$ cat config.mk
export PLATFORM = sky130hd
export DESIGN_NAME = frame_serializer
export DESIGN_NICKNAME = d
export VERILOG_FILES = /design/src/rtl/serdes_pkg.sv /design/src/rtl/frame_fifo.sv /design/src/rtl/frame_serializer.sv
export SDC_FILE = /design/constraint.sdc
export NUM_CORES = 1
export LEC_CHECK = 0
export CAP_MARGIN = 15
export CORE_MARGIN = 3
export CORE_UTILIZATION = 35
export CTS_BUF_LIST = sky130_fd_sc_hd__clkbuf_2
export CTS_CLUSTER_SIZE = 28
export DETAILED_ROUTE_END_ITERATION = 16
export RECOVER_POWER = 50
export SLEW_MARGIN = 20
export SYNTH_ARGS = -nofsm -noshare
export SYNTH_HDL_FRONTEND = slang
export SYNTH_SLANG_ARGS = --single-unit
$ cat constraint.sdc
create_clock -name clk_i -period 4.3 [get_ports clk_i]
set_input_delay 1.075 -clock clk_i [delete_from_list [all_inputs] [get_ports clk_i]]
set_output_delay 1.075 -clock clk_i [all_outputs]
set_load 0.05 [all_outputs]
$ cat src/rtl/serdes_pkg.sv
// Types and constants shared by the serial command link serializer and deserializer.
package serdes_pkg;

  localparam int FRAME_DATA_W = 5;
  localparam int FRAME_BITS   = FRAME_DATA_W + 1;

  typedef struct packed {
    logic                    command;
    logic [FRAME_DATA_W-1:0] data;
  } frame_t;

  typedef enum logic [1:0] {
    IDLE = 2'd0,
    SEND = 2'd1,
    GAP  = 2'd2
  } ser_state_e;

endpackage

$ cat src/rtl/frame_fifo.sv
// Synchronous frame_t FIFO; full/empty are registered so the writer sees a glitch-free ready.
module frame_fifo
  import serdes_pkg::*;
#(
  parameter int DEPTH = 4
) (
  input  logic                     clk_i,
  input  logic                     rst_i,
  input  logic                     push,
  input  logic                     pop,
  input  frame_t                   wr_data,
  output frame_t                   rd_data,
  output logic                     full,
  output logic                     empty,
  output logic [$clog2(DEPTH):0]   level
);

  localparam int PTR_W = $clog2(DEPTH);
  localparam int LVL_W = PTR_W + 1;

  frame_t             mem_r [DEPTH];
  logic [PTR_W-1:0]   wr_ptr_r;
  logic [PTR_W-1:0]   rd_ptr_r;
  logic [LVL_W-1:0]   level_r;
  logic [LVL_W-1:0]   level_s;
  logic               full_r;
  logic               empty_r;
  logic               do_push_s;
  logic               do_pop_s;

  assign do_push_s = push & ~full_r;
  assign do_pop_s  = pop & ~empty_r;

  // Next occupancy; a simultaneous push and pop leaves it unchanged.
  always_comb begin
    level_s = level_r;
    case ({do_push_s, do_pop_s})
      2'b10:   level_s = level_r + LVL_W'(1);
      2'b01:   level_s = level_r - LVL_W'(1);
      default: level_s = level_r;
    endcase
  end

  // Pointer, level and flag registers.
  always_ff @(posedge clk_i or posedge rst_i) begin
    if (rst_i) begin
      wr_ptr_r <= '0;
      rd_ptr_r <= '0;
      level_r  <= '0;
      full_r   <= 1'b0;
      empty_r  <= 1'b1;
    end else begin
      if (do_push_s) wr_ptr_r <= wr_ptr_r + PTR_W'(1);
      if (do_pop_s)  rd_ptr_r <= rd_ptr_r + PTR_W'(1);
      level_r <= level_s;
      full_r  <= (level_s == LVL_W'(DEPTH));
      empty_r <= (level_s == LVL_W'(0));
    end
  end

  // Storage array, no reset needed.
  always_ff @(posedge clk_i) begin
    if (do_push_s) mem_r[wr_ptr_r] <= wr_data;
  end

  assign rd_data = mem_r[rd_ptr_r];
  assign full    = full_r;
  assign empty   = empty_r;
  assign level   = level_r;

endmodule

$ cat src/rtl/frame_serializer.sv
// Buffers {command, data} words and sends each as a serial frame, data MSB first, command last,
// with a start strobe on the first bit.
module frame_serializer
  import serdes_pkg::*;
#(
  parameter int DATA_W     = FRAME_DATA_W,
  parameter int FIFO_DEPTH = 4,
  parameter int GAP_CYCLES = 0
) (
  input  logic                          clk_i,
  input  logic                          rst_i,
  input  logic [DATA_W-1:0]             data_i,
  input  logic                          command_i,
  input  logic                          valid_i,
  output logic                          ready_o,
  output logic                          ser_data_o,
  output logic                          data_val_o,
  output logic                          busy_o,
  output logic [$clog2(FIFO_DEPTH):0]   fifo_level_o
);

  localparam int CNT_W = $clog2(DATA_W + 1);
  localparam int GAP_W = (GAP_CYCLES > 0) ? $clog2(GAP_CYCLES + 1) : 1;

  ser_state_e        state_r, state_s;
  logic [CNT_W-1:0]  cnt_r, cnt_s;
  logic [DATA_W:0]   shift_r, shift_s;
  logic [GAP_W-1:0]  gap_r, gap_s;
  logic              ser_r, ser_s;
  logic              dv_r, dv_s;
  logic              busy_r;
  logic              push_s, pop_s, launch_s;
  logic              full_s, empty_s;
  frame_t            wr_frame_s, rd_frame_s;

  assign push_s             = valid_i & ~full_s;
  assign wr_frame_s.command = command_i;
  assign wr_frame_s.data    = data_i;

  frame_fifo #(.DEPTH(FIFO_DEPTH)) u_fifo (
    .clk_i   (clk_i),
    .rst_i   (rst_i),
    .push    (push_s),
    .pop     (pop_s),
    .wr_data (wr_frame_s),
    .rd_data (rd_frame_s),
    .full    (full_s),
    .empty   (empty_s),
    .level   (fifo_level_o)
  );

  // Next-state and next-output logic; launch_s starts a frame from the FIFO head.
  always_comb begin
    state_s  = state_r;
    cnt_s    = cnt_r;
    shift_s  = shift_r;
    gap_s    = gap_r;
    ser_s    = 1'b0;
    dv_s     = 1'b0;
    launch_s = 1'b0;
    pop_s    = 1'b0;
    case (state_r)
      IDLE: launch_s = ~empty_s;
      SEND: begin
        if (cnt_r != '0) begin
          ser_s   = shift_r[DATA_W];
          shift_s = {shift_r[DATA_W-1:0], 1'b0};
          cnt_s   = cnt_r - CNT_W'(1);
        end else if (GAP_CYCLES > 0) begin
          state_s = GAP;
          gap_s   = GAP_W'(GAP_CYCLES - 1);
        end else begin
          launch_s = ~empty_s;
          state_s  = IDLE;
        end
      end
      GAP: begin
        if (gap_r != '0) begin
          gap_s = gap_r - GAP_W'(1);
        end else begin
          launch_s = ~empty_s;
          state_s  = IDLE;
        end
      end
      default: state_s = IDLE;
    endcase
    // The first data bit goes straight to the wire; the rest queue up behind it.
    if (launch_s) begin
      pop_s   = 1'b1;
      state_s = SEND;
      ser_s   = rd_frame_s.data[DATA_W-1];
      dv_s    = 1'b1;
      shift_s = {rd_frame_s.data[DATA_W-2:0], rd_frame_s.command, 1'b0};
      cnt_s   = CNT_W'(DATA_W);
    end else begin
      pop_s = 1'b0;
    end
  end

  // State and registered outputs.
  always_ff @(posedge clk_i or posedge rst_i) begin
    if (rst_i) begin
      state_r <= IDLE;
      cnt_r   <= '0;
      shift_r <= '0;
      gap_r   <= '0;
      ser_r   <= 1'b0;
      dv_r    <= 1'b0;
      busy_r  <= 1'b0;
    end else begin
      state_r <= state_s;
      cnt_r   <= cnt_s;
      shift_r <= shift_s;
      gap_r   <= gap_s;
      ser_r   <= ser_s;
      dv_r    <= dv_s;
      busy_r  <= (state_s != IDLE);
    end
  end

  assign ready_o    = ~full_s;
  assign ser_data_o = ser_r;
  assign data_val_o = dv_r;
  assign busy_o     = busy_r;

endmodule
# == Word-level counts from Yosys, hierarchy flattened ==
# Memory sizes are Yosys's and may differ from the RTL's.
# Index checks and enable logic that the tools add are counted.
# classes
n_reduce_logical,7
n_eq_ne,5
bitwise_logic,5
n_addsub,6
n_mux,21
# ops
op,count
6-bit 2-to-1 mux,3
1-bit 2-to-1 mux,9
3-bit 2-to-1 mux,3
2-bit 2-to-1 mux,3
2-bit case mux with 3 select lines,1
3-bit case mux with 2 select lines,1
2-bit nonzero test,3
3-bit by 1-bit subtractor with 3-bit output (second input constant),2
2-bit by 1-bit adder with 2-bit output (second input constant),2
2-bit by 1-bit == test with 1-bit output (second input constant),2
2-bit == test (second input constant),2
3-bit by 1-bit adder with 3-bit output (second input constant),1
1-bit AND,3
3-bit == test (second input constant),1
3-bit logical NOT,1
1-bit case mux with 3 select lines,1
3-bit nonzero test,1
2-bit logical NOT,1
1-bit inverter,2
2-bit AND reduction,1
1-bit subtractor (second input constant),1
# word_totals
ramBits,24
mem_count,1
ff_bits,24
inputBits,9
wordCells,57
output_inout_bits,7
# memory_table
memory,depth,width,read_ports,rd_clocked_by_memory_dff,wr,line,text
u_fifo.mem_r,4,6,1,0,1,frame_fifo.sv:21,frame_t mem_r [DEPTH];

# == Depth between registers and ports, before layout ==
# logic_depth
ltp_word,8
depth_mapped,11
ltp_nobuf,10

# == Cells and area by module ==
# From an unflattened synthesis, not the netlist that was laid out.
# hier_totals
hier_cells,132
area_unflattened_um2,1990.7
# by_module_without_submodules
module,cells_each,instances,area_each_um2,seq_area_each_um2
frame_fifo,80,1,1368.8,947.2
frame_serializer,52,1,621.8,325.3

# == Least setup slack after synthesis ==
# Ideal clock, no wire load.
# synth_path
path_kind,in2reg
startpoint,input valid_i
endpoint,"register u_fifo.level_r[2], in the netlist u_fifo.level[2]"
setup_ps,127
required_time_ps,4173
stages,8
n_path_buf,1
arrival_time_ps,2653
path_slack_ps,1520
cell_sequence,nor2b_1 > clkbuf_1 > inv_1 > ha_1 > fa_1 > xnor2_1 > o21a_1 > or2_2
# synth_between
elab_chain_len,4
elab_cells_between_ends,5
classes_between,2 x eq/ne; 1 x mux; 2 x bitwise
# synth_lines
item,line,text
"start, declared",frame_serializer.sv:14,"input logic valid_i,"
1-bit AND (*),frame_serializer.sv:36,assign push_s = valid_i & ~full_s;
1-bit AND (*),frame_fifo.sv:31,assign do_push_s = push & ~full_r;
2-bit by 1-bit == test with 1-bit output or 2-bit == test (tied branches),frame_fifo.sv:37,"case ({do_push_s, do_pop_s})"
3-bit case mux with 2 select lines (*),frame_fifo.sv:37,
named net u_fifo.level_s[2],frame_fifo.sv:25,logic [LVL_W-1:0] level_s;
"end signal, assigned",frame_fifo.sv:55,level_r <= level_s;
"end, declared",frame_fifo.sv:24,logic [LVL_W-1:0] level_r;
# Mark *: on every way through the listed nets, which the timed path passes. The rest lies on a longest branch.
# A chain may end at the register's enable or synchronous reset.

# == Final worst setup path ==
# Same ends and word-level chain as after synthesis.

==> flow_summary.toml <==
[placed_design]
postPlaceCellArea_um2 = 2180
gp_congestion = 0.726
place_hpwl_um = 2240
pre_cts_slack_ns = 0.866
dp_cells = 214
portBuffers = 15

[finish]
antenna_cells = 0
drive_gt1_share_pct = 11.8
syn2layout_area_growth_pct = 12.6
final_cell_count_no_fill = 222
postLayoutCellArea_um2 = 2220
nets = 168

[timing]
rsz0062_at_grt = "false"
setup_tns_ns = 0
max-slew-margin-rel_pct = 42.7
slew_violations = 0
post-route-period-util_pct = 71.4
min_period_ns = 3.07
fin_ws_ns = 1.23
max_freq_mhz = 326
final.setup_skew_ns = 0.0133
worst_slew_pin_slew_ns = 0.859
hold_viol_final = 0
setup_viol = 0

[min_path]
hp-class = "reg -> reg"

[logic_synthesis]
yosysTopAreaCellShare_pct = 36.6
syn-num-nets = 152
ys_warn_count = 0
yosysTopAreaCell = "edfxtp_1"
syn_area_um2 = 1970
syn_inst = 135
synth-seq-area-share_pct = 64.6
avgSynthCellArea_um2 = 14.6
synth_cell_type_count = 38
ys_ff_latch = 46
synthTopCellsByArea = "edfxtp_1, dfrtp_1, mux4_2, ha_1, inv_1"

[floorplan]
rows = 26
fp.dieW_um = 81.0
dieArea_um2 = 6560
dieHeight_um = 81.0
pin_count = 16
core_um2 = 5270
start_util_pct = 37.4

[power]
seqPwrFrac_pct = 48.4
powerDensity_nw_per_um2 = 653
p_comb_share_pct = 39.9
power.switching_mw = 0.547
irDropWorstVdd_v = 0.000220
sw_frac_of_total_pct = 37.8
p_int_mw = 0.901
p_leak_nw = 0.878
finalPower_mw = 1.45
clkPwrFrac_pct = 11.7

[setup_path]
cp_data_required_time_ns = 4.61
path_max_fanout = 8
endpoint_kind = "flop"
crit_arrival_ns = 3.38
cp-start-kind = "input port"
crit_type = "in -> reg"

[routing]
top_layer_used = "met4"
wl_per_cell_um = 14.7
met2_length_um = 1650
vias_per_cell = 4.87
met3_length_um = 141
ant_nets = 0
drt_iter0_drc = 78
dr.pass1.iters = 4
vias = 1081
drt-met1-wl_um = 1450
drt_drc_violations_left = 0
drt-total-wl_um = 3270

[clock_network]
cts.sinks = 46
insertion_delay_ns = 0.39
ctsHoldBuffers = 0
post_cts_buffers = 0
htreeDepth = 2
path_clk_slew_ns = 0.23
numCtsBuffers = 5
cts_tree = "built"
cts-root-buf = "clkbuf_2"
clock_path_buffers = 2
cts_resized = 0

[flow_run]
maxCapViolCount = 0

[global_routing]
grt_pass1_vias = 1118
grt_util_all_layers_pct = 11.1
grt_max_degree = 23
antenna_found_initial = 0
grt_pass1_wl_um = 5440
grt_overflow = 0

[outcome]
run_status = "finished clean"
-- power groups by stage --
| stage | Sequential [mW] | Clock, mW | Combinational, mW |
|---|---|---|---|
| floorplan | 0.747 | 0 | 0.389 |
| global placement | 0.707 | 0 | 0.554 |
| detailed placement | 0.714 | 0 | 0.581 |
| CTS | 0.705 | 0.176 | 0.584 |
| global route | 0.722 | 0.197 | 0.634 |
| finish | 0.701 | 0.170 | 0.578 |
-- state kept, by name (all words and copies together) (netlist names) --
register and cells:
shift_r 5, cnt_r 3, data_val_o 1, u_fifo.mem_r 24
u_fifo.empty 1, u_fifo.rd_ptr_r 2, u_fifo.level 3, ser_data_o 1
u_fifo.wr_ptr_r 2, busy_o 1, state_r 2, u_fifo.full 1
-- logic make-up (layout without fill, tap and decap cells) --
family | count (synthesis) | count (layout) | share of synthesized area, %
xor+xnor | 5 | 5 | 2.22
fa+ha+maj | 8 | 8 | 5.46
buf+inv | 24 | 41 | 5.02
other cells | 1 | 1 | 0.190
flops | 46 | 46 | 64.6
simple gates | 22 | 22 | 6.61
compound gates | 20 | 20 | 7.18
mux | 9 | 9 | 8.70
-- metal layers --
metal,global-route usage (%),up-vias
met3,3.22,6
met5,0,-
met2,17.9,24
li1,-,505
met1,14.4,546
met4,4.05,0
-- through the flow --
| stage | hold slack, ns | util (%) |
|---|---|---|
| 5_1_grt | 0.596 | 42.1 |
| 4_1_cts | 0.555 | 42.1 |
| 6_report | 0.547 | 42.1 |
| 3_3_place_gp | 0.487 | 41.3 |
| 3_5_place_dp | 0.503 | 41.3 |
| 2_1_floorplan | 0.470 | - |
-- cell usage in the layout, fill, tap and decap left out, drive strengths merged, types with 2 or more instances in the layout --
cell type,synthesis,layout
nand3,4,4
o21ai,3,3
edfxtp,24,24
o221ai,4,4
inv,18,18
dfrtp,21,21
a21o,2,2
clkdlybuf4s50,0,7
mux2,2,2
and2,4,4
nor2b,2,2
clkinv,0,2
nor3,2,2
xnor2,4,4
ha,7,7
nand2b,2,2
and3,2,2
o21a,3,3
clkbuf,3,5
dlygate4sd3,0,8
mux4,6,6
a21oi,4,4
-- layout make-up --
type                       count  area [um^2]
clock buffer                   5         25.0
sequential                    46         1270
timing repair buffer          15          150
clock inverter                 3         16.3
multi-input combinational     65          598
tap                           70         87.6
fill                         488         3050
inverter                      18         67.6
-- cells in the mapped netlist --
| library cell | instances |
|---|---|
| or2_2 | 1 |
| o21ba_2 | 1 |
| buf_2 | 1 |
| edfxtp_1 | 24 |
| a21o_1 | 2 |
| and2_1 | 4 |
| dfstp_2 | 1 |
| o21a_1 | 3 |
| nor3_1 | 2 |
| mux4_2 | 6 |
| conb_1 | 1 |
| nor2_1 | 1 |
| o21ai_0 | 3 |
| nor2b_1 | 2 |
| xor2_1 | 1 |
| buf_1 | 1 |
| dfrtp_1 | 21 |
| nand3_1 | 4 |
| nand2b_1 | 2 |
| and3_1 | 2 |
| a31oi_1 | 1 |
| inv_1 | 18 |
| buf_6 | 1 |
| nand3b_1 | 1 |
| nand2_1 | 1 |
| nor3b_1 | 1 |
| mux2i_1 | 1 |
| mux2_4 | 1 |
| a21boi_0 | 1 |
| o221ai_1 | 4 |
| clkbuf_1 | 3 |
| or3b_1 | 1 |
| a32o_1 | 1 |
| mux2_2 | 1 |
| fa_1 | 1 |
| xnor2_1 | 4 |
| ha_1 | 7 |
| a21oi_1 | 4 |
-- path summary, 6_finish.rpt --
check	startpoint	to	slack, ns	cells after the start
min in group asynchronous	rst_i	cnt_r[2]	1.26	2
worst max register to register	cnt_r[0]	u_fifo.level[2]	1.63	10
worst min register to register	shift_r[2]	shift_r[3]	0.55	2
worst max-delay path	valid_i	u_fifo.level[2]	1.23	8
worst min-delay path	shift_r[2]	shift_r[3]	0.55	2
max in group asynchronous	rst_i	cnt_r[0]	2.51	2
-- critical path, cell delays in order --
cell and delay, ns:
dlygate4sd3_1 0.51, nor2b_1 0.40, inv_1 0.09, ha_1 0.25
fa_1 0.38, xnor2_1 0.16, o21a_1 0.21, or2_2 0.30
(Power assumes the default switching activity.)
==> RTL change 1: new RTL, same settings <==
Register the output `fifo_level_o`, without a reset; this adds one clock of latency there. The other outputs are not delayed to match.
--- a/src/rtl/frame_serializer.sv
+++ b/src/rtl/frame_serializer.sv
@@ -21,6 +21,8 @@
 
   localparam int CNT_W = $clog2(DATA_W + 1);
   localparam int GAP_W = (GAP_CYCLES > 0) ? $clog2(GAP_CYCLES + 1) : 1;
+
+  logic [$clog2(FIFO_DEPTH):0] fifo_level_d;
 
   ser_state_e        state_r, state_s;
   logic [CNT_W-1:0]  cnt_r, cnt_s;
@@ -46,7 +48,7 @@
     .rd_data (rd_frame_s),
     .full    (full_s),
     .empty   (empty_s),
-    .level   (fifo_level_o)
+    .level   (fifo_level_d)
   );
 
   // Next-state and next-output logic; launch_s starts a frame from the FIFO head.
@@ -123,4 +125,8 @@
   assign data_val_o = dv_r;
   assign busy_o     = busy_r;
 
+  always_ff @(posedge clk_i) begin
+    fifo_level_o <= fifo_level_d;
+  end
+
 endmodule
Function: changed (Yosys sat finds a counterexample within 4 cycles, from zero or initial values and one cycle with rst_i high).
==> RTL change 1 against the unedited design <==
Cell area is 4.1% higher. Combinational power is 4.0% higher. Worst hold slack worse by 100 ps. Register-to-register slack worse by 20 ps. Setup slack better by 140 ps. Die area is 4.8% higher. Via count is 3.4% lower. Wire length is 0.46% lower. Total power is 5.3% higher. Sequential cell count is 3 higher. Sequential power is 6.1% higher. Area after synthesis is 5.1% higher. Maximum frequency is 4.8% higher.
==> RTL change 1: results (changes against the unedited design) <==
outcome:
  status: "completed"
hold_path:
  min_path_cells: 0  # -2
  min_from: "u_fifo.level[1]"
  hold_end: "fifo_level_o[1]"
synth:
  synth_compound_area_share_pct: 8.338  # +1.2 points
  synth_mux_area_share_pct: 7.553  # -1.2 points
  synthTopCellsByArea: "edfxtp_1 35%, dfrtp_1 25%, mux4_2 6.5%"
  yosysSeqAreaShare_pct: 64.35  # -0.26 points
  synthesis.nets: 154  # +1.3%
  synthArstFlopShare_pct: 44.90  # -2.9 points
  synth_commonest_cells: "24 x edfxtp_1, 21 x dfrtp_1, 17 x inv_1, 7 x ha_1, 6 x mux4_2"
  synth_edf_count: 24  # unchanged
  ys_types: 42  # +11%
  yosysWarnings: 0  # unchanged
  synth_fa_ha_area_share_pct: 5.196  # -0.27 points
  synth-xor-area-share_pct: 2.477  # +0.25 points
setup_path:
  critPathArrivalTime_ps: 3290  # -90 ps
  reg2reg_slack_ps: 1610  # -20 ps
  rr_worst_depth: 10  # unchanged
  worstReg2RegEnd: "u_fifo.level[2]"
  slowest_delay_ps: 450  # -60 ps
  cp_slowest_cell: "clkdlybuf4s50_1"
grt:
  grt.total_usage_pct: 10.24  # -0.90 points
  grt_pass1_vias: 1098  # -1.8%
  grt_pass1_wl_um: 5499  # +1.1%
final_layout:
  drive_gt1_share_pct: 17.53  # +5.7 points
  finalNetCount: 170  # +1.2%
  fillers: 533  # +9.2%
sta:
  holdWs_ps: 445.1  # -101.5 ps
  clock_skew_ps: 38.30  # +24.99 ps
  worst_slew_pin_slew_ps: 845.5  # -13.43 ps
place:
  dp_hpwl_um: 2310  # +3.0%
  placed_area_sq_mm: 0.002276  # +4.6%
  place.gp.congestion: 0.6795  # -6.4%
  place_ws_ps: 898.2  # +32.07 ps
drt:
  dr.pass1.iters: 4  # unchanged
  routed_wl_um: 3250  # -0.46%
  vias: 1044  # -3.4%
  drt_iter0_drc: 87  # +12%
power_and_ir_drop:
  p_leak_nw: 0.9015  # +2.7%
  irDropWorstVdd_mv: 0.2326  # +5.6%
clock_tree:
  insertion_delay_ps: 430  # +40 ps
  cts_made_buffers: 5  # unchanged
  clk_pin_slew_ps: 260  # +30 ps
  cts_resized: 0  # unchanged
  h-tree-depth: 2  # unchanged
-- RTL change 1: layer usage --
metal / track usage [%] / part of all wire, % / routed length, um / up-vias
li1: - / - / - / 508
met1: 12.57 / 44 / 1423 / 510
met2: 16.62 / 49 / 1605 / 21
met3: 2.679 / 4.5 / 145 / 5
met4: 5.201 / 2.3 / 75 / 0
met5: 0 / 0 / 0 / -
-- RTL change 1: area by class of cell --
type | count | area [sq um] | share of cell area, %
timing repair buffer | 15 | 150.1 | 6.508
multi-input combinational | 63 | 619.3 | 26.84
clock buffer | 5 | 25.02 | 1.085
sequential | 49 | 1333 | 57.76
clock inverter | 3 | 17.52 | 0.7592
inverter | 19 | 72.57 | 3.145
tap | 72 | 90.09 | 3.905
-- RTL change 1: power by group --
group | switching [W] | internal, W | total, W
Clock | 0.000142 | 0.0000386 | 0.000181
Sequential | 0.000102 | 0.000642 | 0.000744
Combinational | 0.000330 | 0.000271 | 0.000601
-- RTL change 1: cell families after synthesis --
| logic type | count (synthesis) |
|---|---|
| muxes | 8 |
| DFF | 49 |
| adders and majority gates | 8 |
| buffers and inverters | 25 |
| and+or+nand+nor | 22 |
| other | 1 |
| xor gates and xnor gates | 5 |
| AOI/OAI and AO/OA | 19 |
-- RTL change 1: through the flow --
stage	utilization [%]	cells
floorplan	-	137
global placement	40.58	218
detailed placement	40.58	218
CTS	41.34	226
global route	41.14	226
finish	41.14	226
-- RTL change 1: worst max path at each step --
stage / to / slack (ps) / cells past startpoint
floorplan: u_fifo.level[2] / 1520 / 8
global placement: u_fifo.level[2] / 970 / 8
detailed placement: u_fifo.level[2] / 900 / 8
CTS: u_fifo.level[2] / 1400 / 8
global route: u_fifo.level[2] / 1260 / 8
finish: u_fifo.level[2] / 1370 / 8
==> RTL change 2: new RTL, config.mk and constraints unchanged <==
Made on the original files. The parameter `FIFO_DEPTH` goes from 4 to 16.
--- a/src/rtl/frame_serializer.sv
+++ b/src/rtl/frame_serializer.sv
@@ -4,7 +4,7 @@
   import serdes_pkg::*;
 #(
   parameter int DATA_W     = FRAME_DATA_W,
-  parameter int FIFO_DEPTH = 4,
+  parameter int FIFO_DEPTH = 16,
   parameter int GAP_CYCLES = 0
 ) (
   input  logic                          clk_i,
Ports: changed (resized fifo_level_o); port bits go from 16 to 18. No check against the original RTL was run, so the function may have changed too.
==> RTL change 2 against the unedited design <==
Setup slack got worse by 250 ps. Highest routed layer unchanged. Wire length increased to 2.9 times the old value. Register-to-register slack worse by 650 ps. Die area rose by 150%. Global-route usage rose by 1.5 points. Combinational power increased to 2.6 times the old value. Critical path type is now reg2reg. Area after synthesis grew to 2.6 times the old value. Sequential cell count increased by 78. First-iteration DRC count rose to 3.5 times the old value. Clock skew rose by 20 ps. Critical path depth rose by 4. Cell area rose to 2.6 times the old value. Total power rose to 2.7 times the old value. Largest power group unchanged. Worst hold slack worse by 68 ps. Critical endpoint is now u_fifo.empty.
==> RTL change 2: results (changes against the unedited design) <==
setup_path:
  rr_worst_depth: 12  # +2
  slowest_delay_ps: 430  # -80 ps
  reg2reg_slack_ps: 980  # -650 ps
  critPathArrivalTime_ps: 3930  # +550 ps
  critPathMaxFanout: 11  # +3
  worstReg2RegEnd: "u_fifo.empty"
  cp_slowest_cell: "dfrtp_1"
place:
  dp_hpwl_um: 6269  # +180%
  place.gp.congestion: 0.7732  # +6.5%
  dp.cells: 481  # +120%
  io_buffer_count: 17  # +2
  placed_area_sq_mm: 0.005525  # +150%
clock_tree:
  insertion_delay_ps: 700  # +310 ps
  h-tree-depth: 4  # +2
  cts_made_buffers: 17  # +12
  cts.path.max_buffers: 2  # unchanged
  clk_pin_slew_ps: 190  # -40 ps
synth:
  synthCells: 295  # +120%
  ys.flop_type: "edfxtp_1"
  synthArstFlopShare_pct: 22.58  # -25 points
  synthTopCellsByArea: "edfxtp_1 56%, dfrtp_1 13%, mux4_2 13%"
  synth_edf_count: 96  # +300%
  synth_commonest_cells: "96 x edfxtp_1, 30 x mux4_2, 27 x dfrtp_1, 20 x nand2_1, 16 x and2_1"
  synthesis.nets: 314  # +110%
  yosysSeqAreaShare_pct: 69.32  # +4.7 points
  ys_types: 50  # +32%
drt:
  drt_iter0_drc: 271  # +250%
  wire_per_inst_um: 18.44  # +25%
  vias: 2599  # +140%
  routed_wl_um: 9480  # +190%
hold_path:
  hold_end: "cnt_r[0]"
  min_path_cells: 1  # -1
  min_from: "cnt_r[0]"
sta:
  worst_slew_pin_slew_ps: 1066  # +206.7 ps
  clock_skew_ps: 33.54  # +20.23 ps
grt:
  antenna_found_initial: 1  # +1
  grt.total_usage_pct: 12.67  # +1.5 points
  grt_max_degree: 29  # +26%
  grt_pass1_wl_um: 15090  # +180%
  grt_pass1_vias: 2653  # +140%
power_and_ir_drop:
  p_leak_nw: 1.994  # +130%
  irDropWorstVdd_mv: 0.2249  # +2.1%
final_layout:
  fillers: 1288  # +160%
  regMostFlops: "u_fifo.mem_r"
  largest_reg_flops: 96  # +300%
  finalNetCount: 339  # +100%
  drive_gt1_share_pct: 21.62  # +9.8 points
outcome:
  status: "completed"
-- RTL change 2: changes by cell type in the layout (fill, tap and decap cells not counted), moves of 6 or more --
cell      before  now
and2_1         4   16
edfxtp_1      24   96
clkbuf_2       5   18
mux4_2         6   30
dfrtp_1       21   27
nand2_1        1   20
nor2_1         1    8
inv_1         18    9
-- RTL change 2: kinds of logic after synthesis --
logic type	count (synthesis)	share of synthesized area [%]
compound gates	23	3.508
other cells	1	0.07252
mux	33	13.67
flops	124	69.32
simple gates	71	7.598
buf+inv	24	1.887
fa+ha+maj	10	2.420
xor+xnor	9	1.524
-- RTL change 2: worst max-delay path by stage --
stage / from / cells past startpoint / slack (ps) / to
after floorplan: valid_i / 10 / 1250 / u_fifo.empty
after global placement: valid_i / 11 / 750 / u_fifo.empty
after detailed placement: valid_i / 11 / 670 / u_fifo.empty
after CTS: cnt_r[0] / 12 / 960 / u_fifo.empty
after global routing: cnt_r[0] / 12 / 670 / u_fifo.empty
final: cnt_r[0] / 12 / 980 / u_fifo.empty
-- RTL change 2: layout make-up --
cell class,count,share of cell area [%]
diodes,1,0.04365
clock buffers,18,1.571
clock inverters,14,2.117
inverters,11,0.7202
multi-input cells,147,25.93
flip-flops and latches,124,62.53
well taps,180,3.928
repair buffers,19,3.165
-- RTL change 2: through the flow --
stage                     setup WS (ps)  hold slack, ps  utilization, %
after CTS                         960.2           486.2           40.54
final                             982.6           479.1           40.52
after floorplan                    1249           439.6               -
after global placement            746.9           458.2           39.05
after global routing              674.8           505.6           40.52
after detailed placement          672.4           460.6           39.05
-- RTL change 2: power by group --
| part | total [W] | internal (W) | switching, W |
|---|---|---|---|
| registers | 0.00174 | 0.00152 | 0.000219 |
| clock network | 0.000655 | 0.000209 | 0.000446 |
| logic | 0.00151 | 0.000698 | 0.000815 |
| total | 0.00391 | 0.00243 | 0.00148 |
-- RTL change 2: routing by layer --
metal	up-vias	track usage [%]	part of all wire, %
li1	1187	-	-
met4	0	6.625	2.1
met2	48	19.23	49
met3	15	3.052	3.3
met5	-	0	0
met1	1349	16.98	46
